==> config.mk <==
export PLATFORM = sky130hd
export DESIGN_NAME = sand_brush_input
export DESIGN_NICKNAME = d
export VERILOG_FILES = /design/src/rtl/sand_input_pkg.sv /design/src/rtl/ps2_rx.sv /design/src/rtl/sand_brush_input.sv
export SDC_FILE = /design/constraint.sdc
export NUM_CORES = 1
export LEC_CHECK = 0
export CORE_MARGIN = 2
export CORE_UTILIZATION = 39
export CTS_BUF_LIST = sky130_fd_sc_hd__clkbuf_4 sky130_fd_sc_hd__clkbuf_8
export CTS_CLUSTER_DIAMETER = 30
export DETAILED_ROUTE_END_ITERATION = 12
export DONT_BUFFER_PORTS = 1
export PLACE_DENSITY = 0.49
export SKIP_LAST_GASP = 1
export SLEW_MARGIN = 30
export SYNTH_ARGS = -nofsm -noshare
export SYNTH_HDL_FRONTEND = slang
export SYNTH_SLANG_ARGS = --single-unit
==> constraint.sdc <==
create_clock -name clk_i -period 8.1 [get_ports clk_i]
set_clock_uncertainty 0.05 [all_clocks]
set_input_delay 0.405 -clock clk_i [delete_from_list [all_inputs] [get_ports clk_i]]
set_output_delay 0.405 -clock clk_i [all_outputs]
set_load 0.05 [all_outputs]
==> src/rtl/sand_input_pkg.sv <==
// Shared types and constants for the PS/2 mouse sand-brush input path.
// Frame FSM states, decoded mouse packet layout and cursor home position.
package sand_input_pkg;

  localparam int DEF_COLUMNS    = 640;
  localparam int DEF_ROWS       = 480;
  localparam int CURSOR_RESET_X = DEF_COLUMNS / 2;
  localparam int CURSOR_RESET_Y = DEF_ROWS / 2;

  typedef enum logic [1:0] {
    IDLE,
    DATA,
    PARITY,
    STOP
  } frame_state_t;

  typedef struct packed {
    logic       left;
    logic       x_sign;
    logic       y_sign;
    logic       x_ovf;
    logic       y_ovf;
    logic [8:0] dx;
    logic [8:0] dy;
  } mouse_pkt_t;

endpackage

==> src/rtl/ps2_rx.sv <==
// PS/2 device-to-host byte receiver: synchronizers, clock glitch filter, 11-bit frame FSM, inactivity timeout.
// byte_valid_o/frame_err_o are one-cycle pulses a few cycles after the stop-bit clock edge; no backpressure.
module ps2_rx
  import sand_input_pkg::*;
#(
  parameter int FILTER_LEN     = 8,
  parameter int TIMEOUT_CYCLES = 200000
) (
  input  logic       clk_i,
  input  logic       reset_i,
  input  logic       ps2_clk_i,
  input  logic       ps2_data_i,
  output logic [7:0] byte_o,
  output logic       byte_valid_o,
  output logic       frame_err_o
);

  localparam int FCW = $clog2(FILTER_LEN + 1);
  localparam int TW  = $clog2(TIMEOUT_CYCLES + 1);

  logic [1:0]   clk_sync_q, dat_sync_q;
  logic         filt_q, filt_d;
  logic [FCW-1:0] fcnt_q, fcnt_d;
  logic         strobe;
  logic         clk_s, dat_s;

  frame_state_t state_q, state_d;
  logic [2:0]   bitcnt_q, bitcnt_d;
  logic [7:0]   shift_q, shift_d;
  logic         par_q, par_d;
  logic [TW-1:0] tocnt_q, tocnt_d;
  logic         vld_q, vld_d;
  logic         err_q, err_d;

  assign clk_s = clk_sync_q[1];
  assign dat_s = dat_sync_q[1];

  // Idle bus level is high, so the filter starts high and never sees a spurious fall out of reset.
  always_comb begin
    filt_d = filt_q;
    fcnt_d = '0;
    if (clk_s != filt_q) begin
      if (fcnt_q == FCW'(FILTER_LEN - 1)) begin
        filt_d = clk_s;
      end else begin
        fcnt_d = fcnt_q + FCW'(1);
      end
    end
  end

  assign strobe = filt_q & ~filt_d;

  always_comb begin
    state_d  = state_q;
    bitcnt_d = bitcnt_q;
    shift_d  = shift_q;
    par_d    = par_q;
    vld_d    = 1'b0;
    err_d    = 1'b0;
    tocnt_d  = (state_q == IDLE || strobe) ? '0 : tocnt_q + TW'(1);

    if (state_q != IDLE && !strobe && tocnt_q == TW'(TIMEOUT_CYCLES - 1)) begin
      state_d = IDLE;
      err_d   = 1'b1;
      tocnt_d = '0;
    end else if (strobe) begin
      unique case (state_q)
        IDLE: begin
          if (!dat_s) begin
            state_d  = DATA;
            bitcnt_d = '0;
          end
        end
        DATA: begin
          shift_d  = {dat_s, shift_q[7:1]};
          bitcnt_d = bitcnt_q + 3'd1;
          if (bitcnt_q == 3'd7) state_d = PARITY;
        end
        PARITY: begin
          par_d   = dat_s;
          state_d = STOP;
        end
        STOP: begin
          if (dat_s && (^{shift_q, par_q})) vld_d = 1'b1;
          else                              err_d = 1'b1;
          state_d = IDLE;
        end
        default: state_d = IDLE;
      endcase
    end
  end

  always_ff @(posedge clk_i or negedge reset_i) begin
    if (!reset_i) begin
      clk_sync_q <= 2'b11;
      dat_sync_q <= 2'b11;
      filt_q     <= 1'b1;
      fcnt_q     <= '0;
      state_q    <= IDLE;
      bitcnt_q   <= '0;
      shift_q    <= '0;
      par_q      <= 1'b0;
      tocnt_q    <= '0;
      vld_q      <= 1'b0;
      err_q      <= 1'b0;
    end else begin
      clk_sync_q <= {clk_sync_q[0], ps2_clk_i};
      dat_sync_q <= {dat_sync_q[0], ps2_data_i};
      filt_q     <= filt_d;
      fcnt_q     <= fcnt_d;
      state_q    <= state_d;
      bitcnt_q   <= bitcnt_d;
      shift_q    <= shift_d;
      par_q      <= par_d;
      tocnt_q    <= tocnt_d;
      vld_q      <= vld_d;
      err_q      <= err_d;
    end
  end

  assign byte_o       = shift_q;
  assign byte_valid_o = vld_q;
  assign frame_err_o  = err_q;

endmodule

==> src/rtl/sand_brush_input.sv <==
// PS/2 mouse to cursor tracker that issues single-pixel sand writes while the left button is held.
// Cursor/request update one cycle after the third packet byte; one write outstanding, extra draws are dropped.
module sand_brush_input
  import sand_input_pkg::*;
#(
  parameter int ACTIVE_COLUMNS = DEF_COLUMNS,
  parameter int ACTIVE_ROWS    = DEF_ROWS,
  parameter int ADDR_WIDTH     = $clog2(ACTIVE_COLUMNS * ACTIVE_ROWS),
  parameter int DATA_WIDTH     = 1,
  parameter int FILTER_LEN     = 8,
  parameter int TIMEOUT_CYCLES = 200000
) (
  input  logic                              clk_i,
  input  logic                              reset_i,
  input  logic                              ps2_clk_i,
  input  logic                              ps2_data_i,
  output logic [$clog2(ACTIVE_COLUMNS)-1:0] cursor_x_o,
  output logic [$clog2(ACTIVE_ROWS)-1:0]    cursor_y_o,
  output logic                              left_btn_o,
  output logic                              draw_req_o,
  input  logic                              draw_ack_i,
  output logic [ADDR_WIDTH-1:0]             draw_address_o,
  output logic [DATA_WIDTH-1:0]             draw_data_o,
  output logic                              frame_err_o,
  output logic                              draw_drop_o
);

  localparam int XW = $clog2(ACTIVE_COLUMNS);
  localparam int YW = $clog2(ACTIVE_ROWS);

  logic [7:0] rx_byte;
  logic       rx_vld;
  logic       rx_err;

  ps2_rx #(
    .FILTER_LEN     (FILTER_LEN),
    .TIMEOUT_CYCLES (TIMEOUT_CYCLES)
  ) u_rx (
    .clk_i        (clk_i),
    .reset_i      (reset_i),
    .ps2_clk_i    (ps2_clk_i),
    .ps2_data_i   (ps2_data_i),
    .byte_o       (rx_byte),
    .byte_valid_o (rx_vld),
    .frame_err_o  (rx_err)
  );

  logic [1:0]  idx_q, idx_d;
  logic [4:0]  hdr_q, hdr_d;   // {y_ovf, x_ovf, y_sign, x_sign, left}
  logic [7:0]  b1_q, b1_d;
  logic        pkt_done;
  mouse_pkt_t  pkt;

  always_comb begin
    idx_d    = idx_q;
    hdr_d    = hdr_q;
    b1_d     = b1_q;
    pkt_done = 1'b0;
    if (rx_err) begin
      idx_d = 2'd0;
    end else if (rx_vld) begin
      unique case (idx_q)
        2'd0: begin
          if (rx_byte[3]) begin
            hdr_d = {rx_byte[7:4], rx_byte[0]};
            idx_d = 2'd1;
          end
        end
        2'd1: begin
          b1_d  = rx_byte;
          idx_d = 2'd2;
        end
        default: begin
          pkt_done = 1'b1;
          idx_d    = 2'd0;
        end
      endcase
    end
  end

  always_comb begin
    pkt        = '0;
    pkt.left   = hdr_q[0];
    pkt.x_sign = hdr_q[1];
    pkt.y_sign = hdr_q[2];
    pkt.x_ovf  = hdr_q[3];
    pkt.y_ovf  = hdr_q[4];
    pkt.dx     = pkt.x_ovf ? 9'd0 : {pkt.x_sign, b1_q};
    pkt.dy     = pkt.y_ovf ? 9'd0 : {pkt.y_sign, rx_byte};
  end

  logic [XW-1:0]         x_q, x_d, x_new;
  logic [YW-1:0]         y_q, y_d, y_new;
  logic signed [11:0]    x_sum, y_sum;
  logic                  left_q, left_d;
  logic                  req_q, req_d;
  logic [ADDR_WIDTH-1:0] addr_q, addr_d, addr_new;
  logic                  drop_q, drop_d;

  // Screen Y grows downward while PS/2 +Y means up, hence the subtraction.
  always_comb begin
    x_sum = $signed(12'(x_q)) + 12'($signed(pkt.dx));
    y_sum = $signed(12'(y_q)) - 12'($signed(pkt.dy));

    if (x_sum < 12'sd0)                                 x_new = '0;
    else if (x_sum > $signed(12'(ACTIVE_COLUMNS - 1)))  x_new = XW'(ACTIVE_COLUMNS - 1);
    else                                                x_new = XW'(x_sum);

    if (y_sum < 12'sd0)                                 y_new = '0;
    else if (y_sum > $signed(12'(ACTIVE_ROWS - 1)))     y_new = YW'(ACTIVE_ROWS - 1);
    else                                                y_new = YW'(y_sum);

    addr_new = ADDR_WIDTH'(y_new) * ADDR_WIDTH'(ACTIVE_COLUMNS) + ADDR_WIDTH'(x_new);
  end

  // A request still showing req_q, even on its ack cycle, counts as pending for a new draw.
  always_comb begin
    x_d    = x_q;
    y_d    = y_q;
    left_d = left_q;
    req_d  = req_q;
    addr_d = addr_q;
    drop_d = 1'b0;
    if (req_q && draw_ack_i) req_d = 1'b0;
    if (pkt_done) begin
      x_d    = x_new;
      y_d    = y_new;
      left_d = pkt.left;
      if (pkt.left) begin
        if (req_q) begin
          drop_d = 1'b1;
        end else begin
          req_d  = 1'b1;
          addr_d = addr_new;
        end
      end
    end
  end

  always_ff @(posedge clk_i or negedge reset_i) begin
    if (!reset_i) begin
      idx_q  <= 2'd0;
      hdr_q  <= '0;
      b1_q   <= '0;
      x_q    <= XW'(CURSOR_RESET_X);
      y_q    <= YW'(CURSOR_RESET_Y);
      left_q <= 1'b0;
      req_q  <= 1'b0;
      addr_q <= '0;
      drop_q <= 1'b0;
    end else begin
      idx_q  <= idx_d;
      hdr_q  <= hdr_d;
      b1_q   <= b1_d;
      x_q    <= x_d;
      y_q    <= y_d;
      left_q <= left_d;
      req_q  <= req_d;
      addr_q <= addr_d;
      drop_q <= drop_d;
    end
  end

  assign cursor_x_o     = x_q;
  assign cursor_y_o     = y_q;
  assign left_btn_o     = left_q;
  assign draw_req_o     = req_q;
  assign draw_address_o = addr_q;
  assign draw_data_o    = '1;
  assign frame_err_o    = rx_err;
  assign draw_drop_o    = drop_q;

endmodule

==> summary.txt, run 1 <==
Die W - 130 µm
Iter 0 DRT Violations - 127
Clock transition at the registers of the reported paths - 0.10 ns
VDD IR max - 0.0886 mV
Max-cap check violation count - 0
Async S/R FF share, synth - 100%
Total CTS buffers - 9
Area delta synth->final - 6.87%
Htree depth - 3
RSZ-0062 raised after global routing - false
Cells after DPL - 828
# DRC - 0
Post-synth top area share - 35.8%
Post-Place Worst Slack - 2.54 ns
Core Area - 15300 µm²
Final Hold Viols - 0
Synth top area cells - dfrtp_1 (36%), ha_1 (9.1%), dfstp_2 (4.7%)
Crit. End Element - flop
Port Buf Inserts - 0
Yosys reg bits - 99
Max FO, Critical Path - 15
Slew headroom - 39.9%
HP Class - in2reg
DRT Wirelength - 12900 µm
Initial Util - 40.2%
Clock Sink Count - 99
Final net count - 686
Outcome - complete, no violations
# resized after CTS - 0
Clock root buffer - clkbuf_8
Fin cells - 848
P_leak - 2.98 nW
Worst EP arrival - 5.73 ns
Via count - 4386
Seq/Total Area, Yosys - 40.4%
Period utilization - 68.4%
Congestion Overflow GR - 0
Crit-path most repeated cell - ha_1
Net Count, Synth - 684
Max Freq - 180 MHz
Max incr delay on CP - 0.71 ns
Yosys warns - 0
Global placer's final weighted congestion - 0.815
Yosys top cell by area - dfrtp_1
WS Path Type - reg2reg
DR WL/cell - 15.2 µm
ANT nets after route - 0
PwrDens - 130 nW/µm²
CTS Buffer Depth - 2
CTS tree - done
I/O pin cnt - 48
Ys flop type - dfrtp_1
Clk Latency, worst-skew pair - 0.38 ns
Final Critical Period - 5.54 ns
Final Setup Violations - 0
Slew Viols, Final - 0
Most frequent cell after synthesis - dfrtp_1
Vias in the first global route - 4366
Initial antenna violation count - 0
# diodes - 0
Fraction of layout instances using a drive strength above 1 - 11.6%
Number of flops mapped to enable cells by yosys - 0
Die span in y - 130 µm
Crit path required time - 8.28 ns
Avg Synthesized Cell Area - 9.78 µm²
Top cells by count, synth - dfrtp_1 (88), nor2_1 (67), nand2_1 (61)
Worst path cell trace - inv_1 > ha_1 > fa_1 > nand2b_1 > a211oi_2 > mux2i_1 > a211oi_2 > a21o_1 > inv_1 > ha_1 > ha_1 > fa_1 > a21o_1 > a21oi_1 > nand2b_1 > a21oi_1 > a211oi_1 > nand3_1 > xor2_1 > o21ai_1
# rows - 45
Post-synth cell types - 66
Fill cells - 1508
Cell count after synthesis - 630
Die area - 16800 µm²
Final WS setup - 2.56 ns
Worst-Margin Slew - 0.900 ns
Setup TNS - 0 ns
CP max stage cell - a211oi_2
GR Util All Layers - 16.3%
Pin count of the biggest net entering global routing - 100
HPWL after DPL - 9570 µm
Vias/cell - 5.17
First-pass GRT wire length - 21800 µm
Startpoint Class - flop
Post-Syn Area - 6160 µm²
Number of iterations in the first detailed-routing pass - 4
worst max-delay path, delay by kind of cell, from the launching register on:
kind                     cells  cell delay, ns
AO/OA/AOI/OAI                8            2.08
adder cells (fa/ha/maj)      5            1.59
AND/OR/NAND/NOR              3            0.52
XOR/XNOR                     1            0.16
flip-flops                   1            0.67
buffers and inverters        2            0.20
multiplexers                 1            0.12
stage by stage:
stage / utilization [%] / power (mW) / hold WS (ns) / area (µm²)
final: 43.0 / 0.859 / 0.0640 / 6580
after floorplan: - / 0.539 / 0.0594 / 6160
after global routing: 43.0 / 0.904 / 0.0418 / 6580
after detailed placement: 41.4 / 0.543 / 0.0618 / 6340
after global placement: 41.4 / 0.542 / 0.0621 / 6340
after CTS: 43.0 / 0.879 / 0.0318 / 6580
logic make-up after synthesis:
family	count (synthesis)	synth area share, %
buffers and inverters	37	2.93
xor gates and xnor gates	54	7.68
and+or+nand+nor	219	17.8
AOI/OAI and AO/OA	143	15.6
other	1	0.0609
muxes	28	5.06
DFF	99	40.4
adders and majority gates	49	10.4
state kept, by name, summed over array words and instances, names as in the netlist:
signal             count
u_rx.frame_err_o       1
u_rx.par_q             1
cursor_y_o             9
u_rx.bitcnt_q          3
b1_q                   8
u_rx.byte_valid_o      1
u_rx.fcnt_q            4
draw_req_o             1
hdr_q                  5
u_rx.filt_q            1
draw_drop_o            1
left_btn_o             1
u_rx.dat_sync_q        2
u_rx.tocnt_q          18
u_rx.byte_o            8
draw_address_o        19
idx_q                  2
u_rx.clk_sync_q        2
u_rx.state_q           2
cursor_x_o            10
worst paths after layout:
path	startpoint	end	slack, ns	cells past startpoint
setup / recovery	cursor_y_o[0]	draw_address_o[17]	2.56	20
hold / removal	draw_ack_i	draw_req_o	0.06	1
setup reg to reg	cursor_y_o[0]	draw_address_o[17]	2.56	20
hold reg to reg	u_rx.clk_sync_q[0]	u_rx.clk_sync_q[1]	0.31	0
max in group asynchronous	reset_i	cursor_y_o[6]	7.02	2
min in group asynchronous	reset_i	draw_address_o[1]	0.56	2
metal layers:
metal | part of all wire (%) | vias up | GRT usage (%)
met5 | 0 | - | 0
met4 | 1.6 | 0 | 5.88
met3 | 3.1 | 13 | 3.26
met2 | 46 | 53 | 25.9
met1 | 49 | 2097 | 22.2
li1 | - | 2223 | -
final cells by class:
type	count	area (µm²)	area share (%)
inverters	23	86.3	1.31
multi-input cells	494	3490	53.0
clock buffers	11	145	2.20
flip-flops and latches	99	2490	37.8
clock inverters	5	42.5	0.646
well taps	211	264	4.01
repair buffers	5	65.1	0.988
what timing repair did:
action / 4_1_cts / 5_1_grt
setup buffers: 0 / 0
hold endpoints to repair: 101 / 0
hold buffers: 4 / 0
power by group:
part / switching, mW / internal, mW
combinational: 0.0188 / 0.0133
sequential: 0.00741 / 0.506
clock: 0.186 / 0.128
total: 0.212 / 0.647
cell usage in the layout, fill, tap and decap left out, types with 3 or more instances in the layout:
| master | netlist | final |
|---|---|---|
| nand2_1 | 61 | 61 |
| nand2b_1 | 13 | 13 |
| a211oi_2 | 3 | 3 |
| clkbuf_8 | 3 | 10 |
| fa_1 | 4 | 4 |
| dfstp_2 | 11 | 11 |
| nand4_1 | 8 | 8 |
| xor2_1 | 22 | 22 |
| dlygate4sd3_1 | 0 | 3 |
| nor2b_1 | 15 | 15 |
| or3_1 | 6 | 6 |
| nand3_1 | 16 | 16 |
| a31oi_1 | 3 | 3 |
| a21oi_1 | 31 | 31 |
| xnor2_1 | 32 | 32 |
| nor2_1 | 67 | 67 |
| nor3_1 | 8 | 8 |
| o21a_1 | 5 | 5 |
| o31ai_1 | 7 | 7 |
| a21o_1 | 11 | 11 |
| mux2_2 | 25 | 25 |
| ha_1 | 45 | 45 |
| a211oi_1 | 10 | 10 |
| dfrtp_1 | 88 | 88 |
| mux2i_1 | 3 | 3 |
| and3_1 | 6 | 6 |
| inv_6 | 0 | 3 |
| o21ai_0 | 43 | 43 |
| o21bai_1 | 3 | 3 |
| o21ai_1 | 5 | 5 |
| inv_1 | 23 | 23 |
Power figures use the tool's default switching activity.
==> inputs of run 2 (changes only) <==
ABC_AREA = 1   (was unset)
PLACE_DENSITY = 0.51   (was 0.49)
clock period = 5.07 ns   (was 8.1 ns; I/O delays follow)
==> summary.txt, run 2 <==
Outcome - complete, no violations
Most frequent cell after synthesis - nand2_1
Startpoint Class - flop
Post-synth cell types - 47 (-29%)
CTS Buffer Depth - 2 (unchanged)
Worst-Margin Slew - 0.838 ns (-0.0620 ns)
# rows - 46 (+2.2%)
Postcts setup bufs - 0 (unchanged)
Iter 0 DRT Violations - 164 (+29%)
Reg2Reg Capture Point - draw_address_o[16]
Area delta synth->final - 9.11%
Crit. End Element - flop
Die area - 17400 µm² (+3.3%)
Top cells by count, synth - nand2_1 (238), inv_1 (109), dfrtp_1 (88)
Internal Power - 1.49 mW (+130%)
Post-Syn Area - 6370 µm² (+3.5%)
Core Area - 15900 µm² (+4.1%)
Setup TNS - 0 ns (unchanged)
Post-Place Worst Slack - 0.455 ns (-2.08 ns)
Clk pwr share - 25.2% (-11 points)
WHS Endpoint - u_rx.dat_sync_q[1]
P_leak - 3.66 nW (+23%)
Number of flops mapped to enable cells by yosys - 0 (unchanged)
Vias/cell - 4.98 (-3.7%)
CTS tree - done
Die W - 132 µm (+1.7%)
Hold Crit Start - u_rx.dat_sync_q[0]
Worst EP arrival - 4.84 ns (-0.89 ns)
Port Buf Inserts - 0 (unchanged)
Most frequent cells in the layout - nand2_1 (238), inv_1 (109), dfrtp_1 (88)
Final Critical Period - 4.61 ns (-0.936 ns)
Final Hold Viols - 0 (unchanged)
DR WL/cell - 14.7 µm (-3.1%)
Period utilization - 90.9% (+22 points)
Yosys top cell by area - dfrtp_1
I/O pin cnt - 48 (unchanged)
Placed cell areas - 6630 µm² (+4.6%)
Max FO, Critical Path - 6 (-9)
Final instance area - 6950 µm² (+5.6%)
RR Startpoint - u_rx.byte_o[0]
Slew Viols, Final - 0 (unchanged)
ANT nets after route - 0 (unchanged)
Sw frac - 39.7% (+15 points)
GR Util All Layers - 18.7% (+2.4 points)
Crit path required time - 5.30 ns (-2.98 ns)
Seq/Total Area, Yosys - 39.1% (-1.3 points)
Global placer's final weighted congestion - 0.876 (+7.4%)
Sequential group share of total power - 35.2% (-24 points)
Max Freq - 217 MHz (+20%)
Post-synth top area share - 34.6% (-1.2 points)
Sw power - 0.982 mW (+360%)
Yosys warns - 0 (unchanged)
Slew headroom - 44.0% (+4.1 points)
Fraction of layout instances using a drive strength above 1 - 8.59% (-3.0 points)
Clk Latency, worst-skew pair - 0.38 ns (about the same)
Fill cells - 1633 (+8.3%)
Worst hold margin - 0.310 ns (+0.246 ns)
HPWL after DPL - 12100 µm (+27%)
Via count - 5307 (+21%)
Final Setup Violations - 0 (unchanged)
PwrDens - 356 nW/µm² (+170%)
CP max stage cell - fa_2
Combinational share of power - 39.6% (+36 points)
Ys flop type - dfrtp_1
Crit-path most repeated cell - nand2_1
# DRC - 0 (unchanged)
Total CTS buffers - 9 (unchanged)
Final WS setup - 0.463 ns (-2.09 ns)
Cell count after synthesis - 835 (+33%)
Max incr delay on CP - 0.59 ns (-0.12 ns)
Hold Path Stages - 0 (-1)
Max-cap check violation count - 0 (unchanged)
Async S/R FF share, synth - 100% (unchanged)
Yosys reg bits - 99 (unchanged)
Final net count - 899 (+31%)
# diodes - 0 (unchanged)
WS Path Type - reg2reg
VDD IR max - 0.224 mV (+150%)
First-pass GRT wire length - 26400 µm (+21%)
Pin count of the biggest net entering global routing - 100 (unchanged)
HP Class - reg2reg
Clock root buffer - clkbuf_8
Die span in y - 132 µm (+1.7%)
Avg Synthesized Cell Area - 7.63 µm² (-22%)
Net Count, Synth - 889 (+30%)
Clock transition at the registers of the reported paths - 0.10 ns (about the same)
Max reg flops - 19 (unchanged)
Worst r2r path cells - 29 (+45%)
Number of iterations in the first detailed-routing pass - 4 (unchanged)
Htree depth - 3 (unchanged)
Initial antenna violation count - 0 (unchanged)
Synth top area cells - dfrtp_1 (35%), nand2_1 (14%), ha_1 (8.8%)
Reg2Reg Setup Slack - 0.46 ns (-2.09 ns)
Commonest non-fill, non-tap cell in the layout - nand2_1
Congestion Overflow GR - 0 (unchanged)
Vias in the first global route - 5279 (+21%)
Clock Sink Count - 99 (unchanged)
DRT Wirelength - 15700 µm (+22%)
Initial Util - 40.0% (-0.25 points)
==> run 2: cell types whose count changed in the layout (fill, tap and decap cells not counted), moves of 14 or more <==
cell,before,now
nand2_1,61,238
inv_1,23,109
nand3_1,16,70
mux2_2,25,1
nor2b_1,15,0
a21oi_1,31,17
nand4_1,8,22
xnor2_1,32,18
==> run 2: critical path: cells and delay by family, from the launching register on <==
family	cells	cell delay [ns]
AO/OA/AOI/OAI	1	0.23
AND/OR/NAND/NOR	19	1.64
flip-flops	1	0.40
adder cells (fa/ha/maj)	5	1.78
buffers and inverters	4	0.40
==> run 2: area by class of cell <==
class	count	area (µm²)	area share [%]
Clock inverter	6	113	1.62
Sequential cell	99	2490	35.8
Tap cell	216	270	3.89
Timing Repair Buffer	13	128	1.84
Multi-Input combinational cell	610	3400	48.9
Inverter	112	420	6.05
Clock buffer	10	131	1.89
==> run 2: through the flow <==
stage	total power [mW]	instances	utilization [%]
2_1_floorplan	1.61	835	-
3_3_place_gp	1.82	1045	41.6
3_5_place_dp	1.83	1045	41.6
4_1_cts	2.50	1066	43.5
5_1_grt	2.67	1066	43.6
6_report	2.47	1066	43.6
==> run 2: worst max path at each step <==
stage	start	cells after the start	endpoint
finish	u_rx.byte_o[0]	29	draw_address_o[16]
floorplan	cursor_y_o[0]	30	draw_address_o[18]
global route	u_rx.byte_o[0]	29	draw_address_o[16]
CTS	u_rx.byte_o[0]	31	draw_address_o[18]
global placement	hdr_q[3]	21	draw_address_o[17]
detailed placement	u_rx.byte_o[0]	31	draw_address_o[18]
==> run 2: power by group through the flow <==
stage                     registers, mW  clock network [mW]  logic (mW)
after floorplan                   0.877                   0       0.737
after global placement            0.883                   0       0.938
after global routing              0.879               0.679        1.11
after CTS                         0.871               0.651       0.977
after detailed placement          0.887                   0       0.945
final                             0.870               0.624       0.979
==> run 2: timing repair <==
action / 4_1_cts / 5_1_grt
resized for setup: 0 / 3
hold buffers: 5 / 0
hold endpoints to repair: 102 / 0
setup endpoints to repair: 0 / 2
==> run 2: cell families (layout without fill, tap and decap cells) <==
logic type | after synthesis | in the layout | share of synthesized area, %
AO/OA/AOI/OAI | 79 | 79 | 6.83
XOR/XNOR | 34 | 34 | 4.67
adder cells (fa/ha/maj) | 49 | 49 | 10.1
buffers and inverters | 126 | 141 | 7.72
flip-flops | 99 | 99 | 39.1
multiplexers | 1 | 1 | 0.177
other | 1 | 1 | 0.0588
AND/OR/NAND/NOR | 446 | 446 | 31.4
==> run 2: metal layers <==
metal  routed length (µm)  up-vias  GRT usage, %
met3                  645       19          4.04
met2                 7810       93          33.4
li1                     -     2695             -
met5                    0        -             0
met4                  311        0          5.92
met1                 6890     2500          22.4
==> inputs of run 3 (changes only) <==
PLACE_DENSITY = 0.49   (was 0.51)
clock period = 4.9 ns   (was 5.07 ns; I/O delays follow)
==> summary.txt, run 3 (same netlist as run 2, synthesis figures left out) <==
Outcome - complete, no violations
Die span in y - 132 µm (unchanged)
Clock Sink Count - 99 (unchanged)
Clock transition at the registers of the reported paths - 0.11 ns (about the same)
Final Critical Period - 4.50 ns (-0.109 ns)
Via count - 5231 (-1.4%)
Htree depth - 3 (unchanged)
Final Hold Viols - 0 (unchanged)
VDD IR max - 0.217 mV (-3.1%)
Hold Crit Start - u_rx.clk_sync_q[0]
Die area - 17400 µm² (unchanged)
Pin count of the biggest net entering global routing - 100 (unchanged)
Worst EP arrival - 4.73 ns (-0.11 ns)
Final instance area - 6940 µm² (-0.23%)
Number of iterations in the first detailed-routing pass - 4 (unchanged)
Crit. End Element - flop
Initial Util - 40.0% (unchanged)
Max-cap check violation count - 0 (unchanged)
Vias in the first global route - 5190 (-1.7%)
WHS Endpoint - u_rx.clk_sync_q[1]
DR WL/cell - 13.5 µm (-7.9%)
GR Util All Layers - 17.5% (-1.2 points)
Max FO, Critical Path - 17 (+11)
Hold Path Stages - 0 (unchanged)
# rows - 46 (unchanged)
Period utilization - 91.8% (+0.92 points)
DRT Wirelength - 14500 µm (-7.5%)
Core Area - 15900 µm² (unchanged)
# DRC - 0 (unchanged)
Worst r2r path cells - 21 (-28%)
Iter 0 DRT Violations - 266 (+62%)
I/O pin cnt - 48 (unchanged)
Global placer's final weighted congestion - 0.861 (-1.6%)
RR Startpoint - hdr_q[3]
Final cell utilization of the core - 43.5% (-0.10 points)
Sw power - 0.994 mW (+1.3%)
Clk Latency, worst-skew pair - 0.38 ns (about the same)
Startpoint Class - flop
Slew headroom - 47.7% (+3.7 points)
Max reg flops - 19 (unchanged)
Commonest non-fill, non-tap cell in the layout - nand2_1
Combinational share of power - 40.3% (+0.7 points)
Sw frac - 41.6% (+1.9 points)
Crit path required time - 5.13 ns (-0.17 ns)
Power, Total - 2.39 mW (-3.4%)
Congestion Overflow GR - 0 (unchanged)
Reg2Reg Capture Point - draw_address_o[17]
P_leak - 3.66 nW (about the same)
Die W - 132 µm (unchanged)
Sequential group share of total power - 37.7% (+2.5 points)
Max Freq - 222 MHz (+2.4%)
Area delta synth->final - 8.86%
CTS tree - done
HP Class - reg2reg
Clk pwr share - 22.0% (-3.2 points)
Slew Viols, Final - 0 (unchanged)
Final net count - 904 (+0.56%)
Clock root buffer - clkbuf_8
HPWL after DPL - 11000 µm (-8.9%)
Placed cell areas - 6650 µm² (+0.34%)
Port Buf Inserts - 0 (unchanged)
WS Path Type - reg2reg
Worst-Margin Slew - 0.784 ns (-0.0532 ns)
Fraction of layout instances using a drive strength above 1 - 9.47% (+0.89 points)
First-pass GRT wire length - 25200 µm (-4.3%)
Most frequent cells in the layout - nand2_1 (238), inv_1 (107), dfrtp_1 (88)
Final Setup Violations - 0 (unchanged)
ANT nets after route - 0 (unchanged)
Reg2Reg Setup Slack - 0.40 ns (-0.06 ns)
Initial antenna violation count - 0 (unchanged)
Total CTS buffers - 9 (unchanged)
Internal Power - 1.40 mW (-6.4%)
CTS Buffer Depth - 2 (unchanged)
# diodes - 0 (unchanged)
PwrDens - 345 nW/µm² (-3.1%)
Vias/cell - 4.88 (-1.9%)
==> run 3: cell types whose count changed in the layout (fill, tap and decap cells not counted) <==
cell        change
clkinv_2        -1
clkinvlp_4      +1
inv_2           +2
buf_4           +5
fa_2            +1
inv_1           -2
inv_6           +1
fa_1            -1
bufinv_16       -3
inv_8           +2
==> run 3: worst max path at each step <==
stage | from | slack [ns] | end
global placement | hdr_q[4] | 0.43 | draw_address_o[18]
detailed placement | u_rx.byte_o[0] | 0.30 | draw_address_o[18]
CTS | u_rx.byte_o[0] | 0.26 | draw_address_o[18]
finish | hdr_q[3] | 0.40 | draw_address_o[17]
global route | hdr_q[3] | -0.01 | draw_address_o[17]
floorplan | cursor_y_o[0] | 0.56 | draw_address_o[18]
==> run 3: what timing repair did <==
action / in CTS / in global routing
setup buffers: 0 / 2
setup endpoints to repair: 0 / 3
hold buffers: 5 / 0
hold endpoints to repair: 102 / 0
gates resized for setup: 0 / 6
==> run 3: layout make-up <==
cell class	instances	area, µm²
inverter	112	420
fill	1618	9010
tap	216	270
timing repair buffer	18	165
clock buffer	10	131
sequential	99	2490
clock inverter	6	56.3
multi-input combinational	610	3400
==> run 3: metal layers <==
layer  vias up  part of all wire, %  track usage, %
met3        13                  3.5            3.19
li1       2700                    -               -
met1      2420                   48            23.1
met5         -                    0               0
met4         0                  1.3            5.19
met2        98                   47            29.4
==> run 3: power by group through the flow <==
stage / Combinational (mW) / Sequential [mW] / Clock (mW)
after floorplan: 0.762 / 0.908 / 0
after global placement: 0.930 / 0.914 / 0
after detailed placement: 0.936 / 0.917 / 0
after CTS: 0.966 / 0.901 / 0.562
after global routing: 1.12 / 0.909 / 0.588
final: 0.963 / 0.901 / 0.527
==> run 3: per-stage QoR <==
stage          setup TNS, ns  instances  hold WS, ns  setup WS [ns]
2_1_floorplan              0        835       -0.101          0.564
3_3_place_gp               0       1048      -0.0984          0.426
3_5_place_dp               0       1048      -0.0978          0.298
4_1_cts                    0       1069        0.314          0.264
5_1_grt              -0.0104       1071        0.318        -0.0104
6_report                   0       1071        0.311          0.403
==> run 3: worst max-delay path, cell delays in order, from the launching register on <==
cell and delay [ns]:
dfrtp_1 0.51, nor2_1 0.44, ha_1 0.36, inv_1 0.12
o21ai_0 0.14, a21oi_1 0.20, nand4_1 0.14, nand2_2 0.31
nand4_1 0.19, inv_1 0.10, ha_1 0.17, inv_1 0.07
fa_1 0.38, or2_2 0.31, nand2_1 0.12, nand4_1 0.14
nor2_1 0.12, nand2_1 0.10, nor3_1 0.16, nand3_1 0.10
nand3_1 0.09, nand2_1 0.05
